## config.mk

```make
export PLATFORM = sky130hd
export DESIGN_NAME = max1119x_conv_sched
export DESIGN_NICKNAME = d
export VERILOG_FILES = /design/src/rtl/max1119x_conv_sched.sv
export SDC_FILE = /design/constraint.sdc
export NUM_CORES = 1
export LEC_CHECK = 0
export ABC_AREA = 0
export BUFFER_PORTS_ARGS = -buffer_cell sky130_fd_sc_hd__buf_2
export CAP_MARGIN = 30
export CORE_ASPECT_RATIO = 2
export CORE_MARGIN = 2
export CORE_UTILIZATION = 40
export DETAILED_ROUTE_END_ITERATION = 8
export GPL_TIMING_DRIVEN = 1
export SLEW_MARGIN = 20
export SYNTH_ARGS = -nofsm -noshare
export SYNTH_HDL_FRONTEND = slang
export SYNTH_SLANG_ARGS = --single-unit
```

## constraint.sdc

```tcl
create_clock -name clk -period 8.89 [get_ports clk]
set_clock_uncertainty 0.15 [all_clocks]
set_input_delay 1.778 -clock clk [delete_from_list [all_inputs] [get_ports clk]]
set_output_delay 1.778 -clock clk [all_outputs]
set_load 0.005 [all_outputs]
```

## src/rtl/max1119x_conv_sched.sv

```systemverilog
// MAX1119x SPI ADC conversion scheduler: period/single-shot frame start, 16-bit MSB-first capture, AXIS output.
// Optional MAX1119X_DROP_CNT_EN adds a saturating count of discarded samples on drop_count.
module max1119x_conv_sched #(
  parameter int CLK_DIV      = 2,
  parameter int QUIET_CYCLES = 4,
  parameter int PERIOD_W     = 32
) (
  input  logic                clk,
  input  logic                reset,
  input  logic                enable,
  input  logic [PERIOD_W-1:0] period,
  input  logic                single_shot,
  input  logic                miso,
  output logic                cs_n,
  output logic                sclk,
  output logic                busy,
  output logic [15:0]         m_axis_tdata,
  output logic                m_axis_tvalid,
  input  logic                m_axis_tready,
  output logic                overrun,
  output logic                missed_tick,
`ifdef MAX1119X_DROP_CNT_EN
  output logic [15:0]         drop_count,
`endif
  input  logic                flags_clr
);

  localparam int CNT_W = 16;

  typedef enum logic [2:0] {IDLE, CS_SETUP, SHIFT, CS_HOLD, QUIET} state_t;

  state_t              state;
  logic [CNT_W-1:0]    cnt;
  logic [4:0]          half;
  logic [15:0]         sr;
  logic                pending;
  logic                enable_q;
  logic [PERIOD_W-1:0] tmr;
  logic [PERIOD_W-1:0] period_cur;

  logic       first, tick, level, start_any, can_start, hold_done, div_done;
  logic [1:0] reqs;

  always_comb begin
    first     = enable & ~enable_q;
    tick      = enable & enable_q & (period_cur != '0) & (tmr == period_cur - PERIOD_W'(1));
    // period==0 is a level request: it never queues or counts as a missed start
    level     = enable & enable_q & (period_cur == '0);
    reqs      = {1'b0, first} + {1'b0, tick} + {1'b0, single_shot};
    start_any = pending | (reqs != 2'd0) | level;
    div_done  = (cnt == CNT_W'(CLK_DIV - 1));
    hold_done = (state == CS_HOLD) && div_done;
    can_start = (state == IDLE) || ((state == QUIET) && (cnt == CNT_W'(QUIET_CYCLES - 1)));
  end

  always_ff @(posedge clk) begin
    if (reset) begin
      state         <= IDLE;
      cnt           <= '0;
      half          <= '0;
      sr            <= '0;
      pending       <= 1'b0;
      enable_q      <= 1'b0;
      tmr           <= '0;
      period_cur    <= '0;
      cs_n          <= 1'b1;
      sclk          <= 1'b0;
      busy          <= 1'b0;
      m_axis_tdata  <= '0;
      m_axis_tvalid <= 1'b0;
      overrun       <= 1'b0;
      missed_tick   <= 1'b0;
`ifdef MAX1119X_DROP_CNT_EN
      drop_count    <= '0;
`endif
    end else begin
      enable_q <= enable;

      if (!enable) begin
        tmr <= '0;
      end else if (first || tick) begin
        tmr        <= '0;
        period_cur <= period;
      end else begin
        tmr <= tmr + PERIOD_W'(1);
      end

      // A request that cannot start a frame queues once; any further one is lost
      if (can_start && start_any) begin
        pending <= 1'b0;
      end else if (reqs != 2'd0) begin
        if (pending || reqs[1]) missed_tick <= 1'b1;
        pending <= 1'b1;
      end
      if (enable_q && !enable) pending <= 1'b0;

      case (state)
        IDLE: begin
          if (start_any) begin
            state <= CS_SETUP;
            cs_n  <= 1'b0;
            busy  <= 1'b1;
            cnt   <= '0;
          end
        end
        CS_SETUP: begin
          if (div_done) begin
            cnt   <= '0;
            half  <= '0;
            sclk  <= 1'b1;
            sr    <= {sr[14:0], miso};
            state <= SHIFT;
          end else begin
            cnt <= cnt + CNT_W'(1);
          end
        end
        SHIFT: begin
          if (div_done) begin
            cnt <= '0;
            if (half == 5'd31) begin
              sclk  <= 1'b0;
              state <= CS_HOLD;
            end else begin
              half <= half + 5'd1;
              sclk <= ~sclk;
              if (!sclk) sr <= {sr[14:0], miso};
            end
          end else begin
            cnt <= cnt + CNT_W'(1);
          end
        end
        CS_HOLD: begin
          if (div_done) begin
            cnt   <= '0;
            cs_n  <= 1'b1;
            state <= QUIET;
          end else begin
            cnt <= cnt + CNT_W'(1);
          end
        end
        QUIET: begin
          if (cnt == CNT_W'(QUIET_CYCLES - 1)) begin
            cnt <= '0;
            if (start_any) begin
              state <= CS_SETUP;
              cs_n  <= 1'b0;
            end else begin
              state <= IDLE;
              busy  <= 1'b0;
            end
          end else begin
            cnt <= cnt + CNT_W'(1);
          end
        end
        default: state <= IDLE;
      endcase

      if (hold_done) begin
        if (!m_axis_tvalid || m_axis_tready) begin
          m_axis_tdata  <= sr;
          m_axis_tvalid <= 1'b1;
        end else begin
          overrun <= 1'b1;
`ifdef MAX1119X_DROP_CNT_EN
          if (drop_count != '1) drop_count <= drop_count + 16'd1;
`endif
        end
      end else if (m_axis_tvalid && m_axis_tready) begin
        m_axis_tvalid <= 1'b0;
      end

      if (flags_clr) begin
        overrun     <= 1'b0;
        missed_tick <= 1'b0;
`ifdef MAX1119X_DROP_CNT_EN
        drop_count  <= '0;
`endif
      end
    end
  end

endmodule

```

==> results.sh, run 1 <==
export IMPL_wl_mm=15.6
export IMPL_rsz0062_at_grt="no"
export IMPL_drt_iter0_markers=212
export IMPL_grt_max_degree=73
export IMPL_layout_drive_gt1_share_pct=13.6
export IMPL_numCtsBuffers=17
export IMPL_start_util_pct=41.0
export IMPL_hold_path_startpoint="m_axis_tdata[4]"
export IMPL_holdBufCountCts=0
export IMPL_fin_setup_tns_ns=0
export IMPL_final_common_cell="dfxtp_1"
export IMPL_layout_nets=874
export IMPL_worstPathCellList="nor4_2 -> nand4_1 -> or4_1 -> o211a_1 -> a211oi_1 -> o221ai_1 -> nor3_1 -> fa_1 -> nor3_1 -> a31oi_4 -> a21o_1 -> a211oi_1"
export IMPL_max_cap_violations=0
export IMPL_hpwl_mm=11.4
export IMPL_row_count=66
export IMPL_tightestPinTransition_ns=0.836
export IMPL_reg2reg_depth=12
export IMPL_grt_pass1_wl_mm=26.4
export IMPL_area_growth_syn_to_layout_pct=16.3
export IMPL_cts_setup_buffers=0
export IMPL_die_area_mm2=0.0178
export IMPL_clock_latency_ns=0.42
export IMPL_powerDensity_mw_per_mm2=197
export IMPL_yosysWarnings=0
export IMPL_cts_htree_levels=4
export IMPL_timing_critical_path_buf_inv=0
export IMPL_worstPathMaxFanout=15
export IMPL_syn_nets=825
export IMPL_cp_num_cells=12
export IMPL_reg2reg_slack_ns=3.96
export IMPL_cts_tree="done"
export IMPL_place_gp_congestion=0.872
export IMPL_viasPerCell=5.29
export IMPL_timing_rr_start="period_cur[6]"
export IMPL_antenna_found_initial=0
export IMPL_synth_area_mm2=0.00667
export IMPL_cts_root_buffer="clkbuf_16"
export IMPL_grt_pass1_vias=5533
export IMPL_path_delay_family="simple AND/OR/NAND/NOR gates"
export IMPL_path_class="reg2reg"
export IMPL_die_w_um=95.3
export IMPL_synth_edf_count=0
export IMPL_crit_path_top_delay_cell="or4_1"
export IMPL_ys_seq_area_share_pct=38.4
export IMPL_grt_usage_pct=18.9
export IMPL_fill_cells=1587
export IMPL_synth_cell_types=56
export IMPL_post_drt_wl_per_cell_um=14.9
export IMPL_synth_area_leader_cell="dfxtp_1"
export IMPL_slew_violations=0
export IMPL_yosys_top_cells_area="dfxtp_1 38%, mux2i_1 7.5%, xnor2_1 6.7%"
export IMPL_start_kind="register"
export IMPL_drt_drc_violations_left=0
export IMPL_min_period_over_period_pct=55.4
export IMPL_p_leak_nw=2.94
export IMPL_period_minus_slack_ns=4.93
export IMPL_dr_pass1_iters=4
export IMPL_synthFlopType="dfxtp_1"
export IMPL_hold_violations=0
export IMPL_ir_worst_vdd_v=0.000152
export IMPL_synthCells=779
export IMPL_min_path_cells=2
export IMPL_port_buffers=60
export IMPL_synth_seq_cells=128
export IMPL_ios=61
export IMPL_slew_headroom_pct=43.8
export IMPL_crit_required_ns=9.07
export IMPL_setup_worst_path_start="period_cur[6]"
export IMPL_cp_end_kind="register"
export IMPL_diodes=0
export IMPL_ant_nets=0
export IMPL_status="complete, no violations"
export IMPL_avgSynthCellArea_um2=8.56
export IMPL_setup_viol=0
export IMPL_worstPathArrival_ns=5.11
export IMPL_final_cell_mix="128 x dfxtp_1, 70 x nand2b_1, 69 x nand2_1, 62 x nor3_1"
export IMPL_clkTransAtPathRegs_ns=0.06
export IMPL_cts_buffer_depth=2
export IMPL_grt_ovfl_total=0
export IMPL_cts_resized=0
export IMPL_vias=5524
export IMPL_hold_path_class="reg2reg"
export IMPL_synthArstFlopShare_pct=0
export IMPL_die_h_um=187
export IMPL_fin_cells=1045
export IMPL_synth_top_area_share_pct=38.4
export IMPL_fmax_mhz=203
export IMPL_place_inst=1013
export IMPL_slowest_delay_ns=0.58
export IMPL_cts_sinks=128
export IMPL_coreArea_mm2=0.0163
## worst reg2reg max path: cells and delay by family, from the launching register on
family	cells	cell delay [ns]
compound gates	6	1.62
fa+ha+maj	1	0.47
simple gates	5	2.23
flops	1	0.38
## final cells by class
cell class                      count  area [µm²]  area share, %
Clock buffer                       18         429           5.53
Clock inverter                     14         178           2.29
Inverter                           13        48.8          0.629
Multi-Input combinational cell    602        3910           50.4
Sequential cell                   128        2560           33.0
Tap cell                          204         255           3.29
Timing Repair Buffer               66         373           4.81
## metrics by stage
step / area, µm² / setup WS [ns] / hold WS, ns / util [%] / power, mW
floorplan: 6670 / 4.21 / 0.281 / - / 0.766
global placement: 7100 / 3.61 / 0.290 / 43.6 / 0.820
detailed placement: 7150 / 3.53 / 0.293 / 43.9 / 0.823
CTS: 7750 / 3.92 / 0.302 / 47.7 / 1.55
global route: 7750 / 3.63 / 0.323 / 47.7 / 1.59
finish: 7750 / 3.96 / 0.301 / 47.7 / 1.53
## synth_stat cells (all sizes together), types with 4 or more instances
library cell  number
nor2              63
xnor2             51
mux2i             50
nor3              63
and3              14
nand4             12
or4                8
and4               8
nand2             71
or3                8
clkbuf            25
a21oi             39
buf               11
nor4              16
inv               13
dfxtp            128
o21ai             10
nand2b            70
ha                 6
nand3             21
nand3b             6
xor2              38
nor2b              5
and2               4
## routing by layer
metal	up-vias	routed length (µm)	share of wire, %	track usage, %
li1	2809	-	-	-
met1	2574	6000	38	19.9
met2	104	8430	54	33.5
met3	37	603	3.9	4.16
met4	0	585	3.7	10.3
met5	-	0	0	0
## kinds of logic after synthesis
kind of cell | synth area share, %
multiplexers | 7.51
buffers and inverters | 3.23
XOR/XNOR | 11.7
flip-flops | 38.4
AO/OA/AOI/OAI | 7.58
adder cells (fa/ha/maj) | 1.43
AND/OR/NAND/NOR | 30.1
## path summary, 6_finish.rpt
path	endpoint
hold / removal	m_axis_tdata[4]
setup / recovery	cnt[1]
hold reg to reg	m_axis_tdata[4]
setup reg to reg	cnt[1]
## where the power goes
group | total (mW) | switching (mW) | internal, mW
Clock | 0.718 | 0.272 | 0.446
Sequential | 0.617 | 0.0267 | 0.590
Combinational | 0.193 | 0.110 | 0.0824
## registers in the layout, indices dropped and copies added, names as in the netlist, 3 cells and up
| register | count |
|---|---|
| period_cur | 32 |
| cnt | 16 |
| m_axis_tdata | 16 |
| tmr | 32 |
| sr | 16 |
| state | 3 |
| half | 5 |
Note: power is estimated with default switching activity, not from simulation.
==> run 2, diff against run 1 <==
- clock period: 8.89 -> 4.63 ns (I/O delays scaled with it)
==> results.sh, run 2 (same netlist as run 1, synthesis figures left out) <==
export IMPL_fill_cells=1597
export IMPL_start_util_pct=41.0
export IMPL_biggestRegsByFlops="period_cur: 32 flops, tmr: 32 flops"
export IMPL_powerDensity_mw_per_mm2=371
export IMPL_wl_mm=16.5
export IMPL_numCtsBuffers=17
export IMPL_crit_reg2reg_capture="cnt[5]"
export IMPL_multi_input_area_mm2=0.00392
export IMPL_fin_cells=1059
export IMPL_tightestPinTransition_ns=0.856
export IMPL_dr_pass1_iters=4
export IMPL_status="complete, no violations"
export IMPL_cts_buffer_depth=2
export IMPL_crit_required_ns=4.84
export IMPL_worstPathArrival_ns=4.49
export IMPL_layout_nets=888
export IMPL_die_area_mm2=0.0178
export IMPL_vias=5579
export IMPL_crit_path_top_delay_cell="nor4_1"
export IMPL_coreArea_mm2=0.0163
export IMPL_drt_drc_violations_left=0
export IMPL_intPower_mw=2.10
export IMPL_p_total_mw=2.90
export IMPL_rsz0062_at_grt="no"
export IMPL_period_minus_slack_ns=4.28
export IMPL_hold_path_class="reg2reg"
export IMPL_cts_setup_buffers=0
export IMPL_min_period_over_period_pct=92.4
export IMPL_p_clk_share_pct=45.9
export IMPL_drt_iter0_markers=217
export IMPL_fin_setup_tns_ns=0
export IMPL_die_w_um=95.3
export IMPL_antenna_found_initial=0
export IMPL_reg2reg_depth=13
export IMPL_ios=61
export IMPL_area_growth_syn_to_layout_pct=17.4
export IMPL_seq_area_mm2=0.00256
export IMPL_ant_nets=0
export IMPL_reg2reg_slack_ns=0.35
export IMPL_max_cap_violations=0
export IMPL_cts_tree="done"
export IMPL_cp_end_kind="register"
export IMPL_timing_rr_start="period_cur[13]"
export IMPL_p_comb_share_pct=13.4
export IMPL_cts_sinks=128
export IMPL_row_count=66
export IMPL_port_buffers=60
export IMPL_p_seq_share_pct=40.7
export IMPL_sw_frac_of_total_pct=27.6
export IMPL_die_h_um=187
export IMPL_p_leak_nw=2.99
export IMPL_final_cell_mix="128 x dfxtp_1, 70 x nand2b_1, 69 x nand2_1"
export IMPL_slew_violations=0
export IMPL_layout_drive_gt1_share_pct=15.3
export IMPL_start_kind="register"
export IMPL_place_gp_congestion=0.915
export IMPL_viasPerCell=5.27
export IMPL_grt_usage_pct=19.8
export IMPL_final_common_cell="dfxtp_1"
export IMPL_slowest_delay_ns=0.57
export IMPL_hpwl_mm=12.3
export IMPL_power_switching_uw=801
export IMPL_hold_violations=0
export IMPL_utilization_pct=48.1
export IMPL_setup_viol=0
export IMPL_post_drt_wl_per_cell_um=15.6
export IMPL_grt_pass1_vias=5584
export IMPL_grt_ovfl_total=0
export IMPL_grt_pass1_wl_mm=27.4
export IMPL_hold_path_startpoint="m_axis_tdata[6]"
export IMPL_min_to="m_axis_tdata[6]"
export IMPL_clkTransAtPathRegs_ns=0.06
export IMPL_worstPathCellList="nor4_1 -> nand4_1 -> or4_1 -> o211a_1 -> a211oi_1 -> o221ai_2 -> nor3_1 -> fa_1 -> nor3_2 -> a31oi_4 -> a21o_1 -> buf_4 -> nor2_1"
export IMPL_ir_worst_vdd_v=0.000317
export IMPL_grt_max_degree=48
export IMPL_slew_headroom_pct=42.4
export IMPL_path_class="reg2reg"
export IMPL_worstPathMaxFanout=14
export IMPL_fmax_mhz=234
export IMPL_min_path_cells=2
export IMPL_cts_root_buffer="clkbuf_16"
export IMPL_cts_htree_levels=4
export IMPL_place_inst=1027
export IMPL_clock_latency_ns=0.43
export IMPL_diodes=0
run 2: power by group through the flow:
stage,registers [mW],logic (mW),clock network [mW]
2_1_floorplan,1.19,0.284,0
3_3_place_gp,1.21,0.386,0
3_5_place_dp,1.20,0.387,0
4_1_cts,1.18,0.389,1.36
5_1_grt,1.19,0.432,1.40
6_report,1.18,0.390,1.33
run 2: cell type report:
cell class	instances	area share [%]
Timing Repair Buffer	80	5.75
Multi-Input combinational cell	602	50.1
Clock inverter	14	2.01
Clock buffer	18	5.48
Inverter	13	0.623
Tap cell	204	3.26
Sequential cell	128	32.7
run 2: worst max-delay path by stage:
stage | start | to | slack (ns)
2_1_floorplan | period_cur[3] | cnt[12] | 0.58
5_1_grt | period_cur[0] | cnt[13] | 0.01
6_report | period_cur[13] | cnt[5] | 0.35
4_1_cts | period_cur[13] | cnt[13] | 0.02
3_5_place_dp | period_cur[13] | cnt[13] | 0.02
3_3_place_gp | period_cur[13] | cnt[11] | 0.15
run 2: layer usage:
metal  track usage (%)  share of wire [%]
met5                 0                  0
met4              9.75                4.0
met3              5.17                3.6
met2              36.4                 55
met1              19.7                 37
run 2: per-stage QoR:
stage | setup WS, ns | area [µm²] | hold WS, ns
floorplan | 0.576 | 6670 | 0.281
CTS | 0.0244 | 7810 | 0.303
detailed placement | 0.0165 | 7220 | 0.294
finish | 0.354 | 7830 | 0.300
global route | 0.0102 | 7830 | 0.323
global placement | 0.151 | 7220 | 0.291
run 2: worst max-delay path, delay by kind of cell, from the launching register on:
family / cells / cell delay [ns]
and+or+nand+nor: 6 / 1.90
AOI/OAI and AO/OA: 5 / 1.07
adders and majority gates: 1 / 0.49
DFF: 1 / 0.40
buffers and inverters: 1 / 0.19
run 2: timing repair:
item | in CTS | in global routing
hold buffers | 0 | 0
endpoints found under the hold margin | 0 | 0
gates resized for setup | 0 | 3
endpoints found under the setup margin | 0 | 17
==> run 3, diff against run 2 <==
- CORE_UTILIZATION: 40 -> 60
- PLACE_DENSITY: unset -> 0.8
==> results.sh, run 3 (same netlist as run 1, synthesis figures left out) <==
export IMPL_start_util_pct=61.3
export IMPL_tightestPinTransition_ns=0.920
export IMPL_row_count=54
export IMPL_p_clk_share_pct=46.6
export IMPL_cts_sinks=128
export IMPL_die_h_um=153
export IMPL_cts_buffer_depth=2
export IMPL_period_minus_slack_ns=4.30
export IMPL_rsz0062_at_grt="no"
export IMPL_hold_violations=0
export IMPL_worstPathCellList="or3_1 -> or2_2 -> or4_1 -> o211a_1 -> a211oi_1 -> o221ai_2 -> nor3_1 -> fa_1 -> nor3_1 -> buf_4 -> a31oi_4 -> a21o_2 -> a211oi_1"
export IMPL_diodes=0
export IMPL_die_w_um=78.5
export IMPL_die_area_mm2=0.0120
export IMPL_status="complete, no violations"
export IMPL_cts_root_buffer="clkbuf_16"
export IMPL_crit_required_ns=4.81
export IMPL_hold_path_class="reg2reg"
export IMPL_wl_met1_mm=5.88
export IMPL_intPower_mw=2.13
export IMPL_power_switching_uw=820
export IMPL_path_class="reg2reg"
export IMPL_min_period_over_period_pct=92.8
export IMPL_start_kind="register"
export IMPL_antenna_found_initial=0
export IMPL_p_comb_share_pct=13.3
export IMPL_powerDensity_mw_per_mm2=380
export IMPL_wl_met3_um=748
export IMPL_coreArea_mm2=0.0109
export IMPL_clock_latency_ns=0.42
export IMPL_cts_tree="done"
export IMPL_numCtsBuffers=17
export IMPL_setup_viol=0
export IMPL_ir_worst_vdd_v=0.000310
export IMPL_grt_max_degree=114
export IMPL_dr_pass1_iters=5
export IMPL_place_gp_congestion=0.949
export IMPL_p_total_mw=2.95
export IMPL_grt_usage_pct=28.8
export IMPL_viasPerCell=5.97
export IMPL_drt_iter0_markers=511
export IMPL_slew_violations=0
export IMPL_cp_end_kind="register"
export IMPL_ios=61
export IMPL_fin_setup_tns_ns=0
export IMPL_setup_slack_ns=0.334
export IMPL_worstPathArrival_ns=4.48
export IMPL_grt_pass1_vias=6048
export IMPL_ant_nets=0
export IMPL_cts_resized=0
export IMPL_slowest_delay_ns=0.52
export IMPL_holdWs_ns=0.306
export IMPL_port_buffers=60
export IMPL_sw_frac_of_total_pct=27.8
export IMPL_fmax_mhz=233
export IMPL_final_cell_mix="128 x dfxtp_1, 69 x nand2b_1, 69 x nand2_1, 62 x nor3_1"
export IMPL_routed_top_layer="met4"
export IMPL_slew_headroom_pct=38.7
export IMPL_place_ws_ns=0.166
export IMPL_cts_setup_buffers=0
export IMPL_vias=5903
export IMPL_final_common_cell="dfxtp_1"
export IMPL_post_drt_wl_per_cell_um=16.8
export IMPL_layout_drive_gt1_share_pct=15.1
export IMPL_seq_area_mm2=0.00256
export IMPL_layout_nets=882
export IMPL_crit_path_top_delay_cell="or4_1"
export IMPL_grt_pass1_wl_mm=27.8
export IMPL_utilization_pct=71.3
export IMPL_fill_cells=820
export IMPL_holdBufCountCts=0
export IMPL_cts_htree_levels=4
export IMPL_grt_ovfl_total=0
export IMPL_max_cap_violations=0
export IMPL_multi_input_area_mm2=0.00394
export IMPL_wl_mm=16.6
export IMPL_biggestRegsByFlops="period_cur: 32 flops, tmr: 32 flops"
export IMPL_area_growth_syn_to_layout_pct=16.4
export IMPL_p_seq_share_pct=40.1
export IMPL_clkTransAtPathRegs_ns=0.06
export IMPL_dr_wl_met2_mm=9.21
export IMPL_p_leak_nw=2.98
export IMPL_worstPathMaxFanout=15
export IMPL_drt_drc_violations_left=0
export IMPL_hpwl_mm=11.8
==> run 3: cell count changes in the layout (fill, tap and decap cells not counted), sizes merged <==
cell | before | now
buf | 80 | 74
clkinv | 5 | 2
inv | 18 | 21
==> run 3: per-stage QoR <==
stage	instances	area (µm²)
floorplan	779	6670
global placement	955	7100
detailed placement	956	7110
CTS	988	7720
global route	989	7760
finish	989	7760
==> run 3: layer usage <==
metal,vias up,global-route usage (%)
met5,-,0
met4,0,15.7
met3,68,6.49
met2,203,53.9
met1,2816,28.2
li1,2816,-
==> run 3: critical path, delay by kind of cell, from the launching register on <==
family / cells / cell delay, ns
buffers and inverters: 1 / 0.16
DFF: 1 / 0.37
adders and majority gates: 1 / 0.48
AOI/OAI and AO/OA: 6 / 1.40
and+or+nand+nor: 5 / 1.65
==> run 3: final timing paths <==
path / from / end / slack (ns) / cells past startpoint
min: m_axis_tdata[12] / m_axis_tdata[12] / 0.31 / 2
max: period_cur[16] / cnt[1] / 0.33 / 13
max reg2reg: period_cur[16] / cnt[1] / 0.33 / 13
min reg2reg: m_axis_tdata[12] / m_axis_tdata[12] / 0.31 / 2
==> run 3: area by class of cell <==
cell class | count | area share (%)
sequential | 128 | 33.0
clock inverter | 14 | 2.19
clock buffer | 18 | 5.66
timing repair buffer | 74 | 5.48
multi-input combinational | 602 | 50.8
tap | 140 | 2.26
inverter | 13 | 0.629
==> run 3: power groups by stage <==
| stage | combinational, mW | sequential (mW) | clock, mW |
|---|---|---|---|
| 2_1_floorplan | 0.284 | 1.19 | 0 |
| 3_3_place_gp | 0.365 | 1.20 | 0 |
| 3_5_place_dp | 0.379 | 1.20 | 0 |
| 4_1_cts | 0.383 | 1.18 | 1.38 |
| 5_1_grt | 0.429 | 1.19 | 1.44 |
| 6_report | 0.392 | 1.18 | 1.37 |
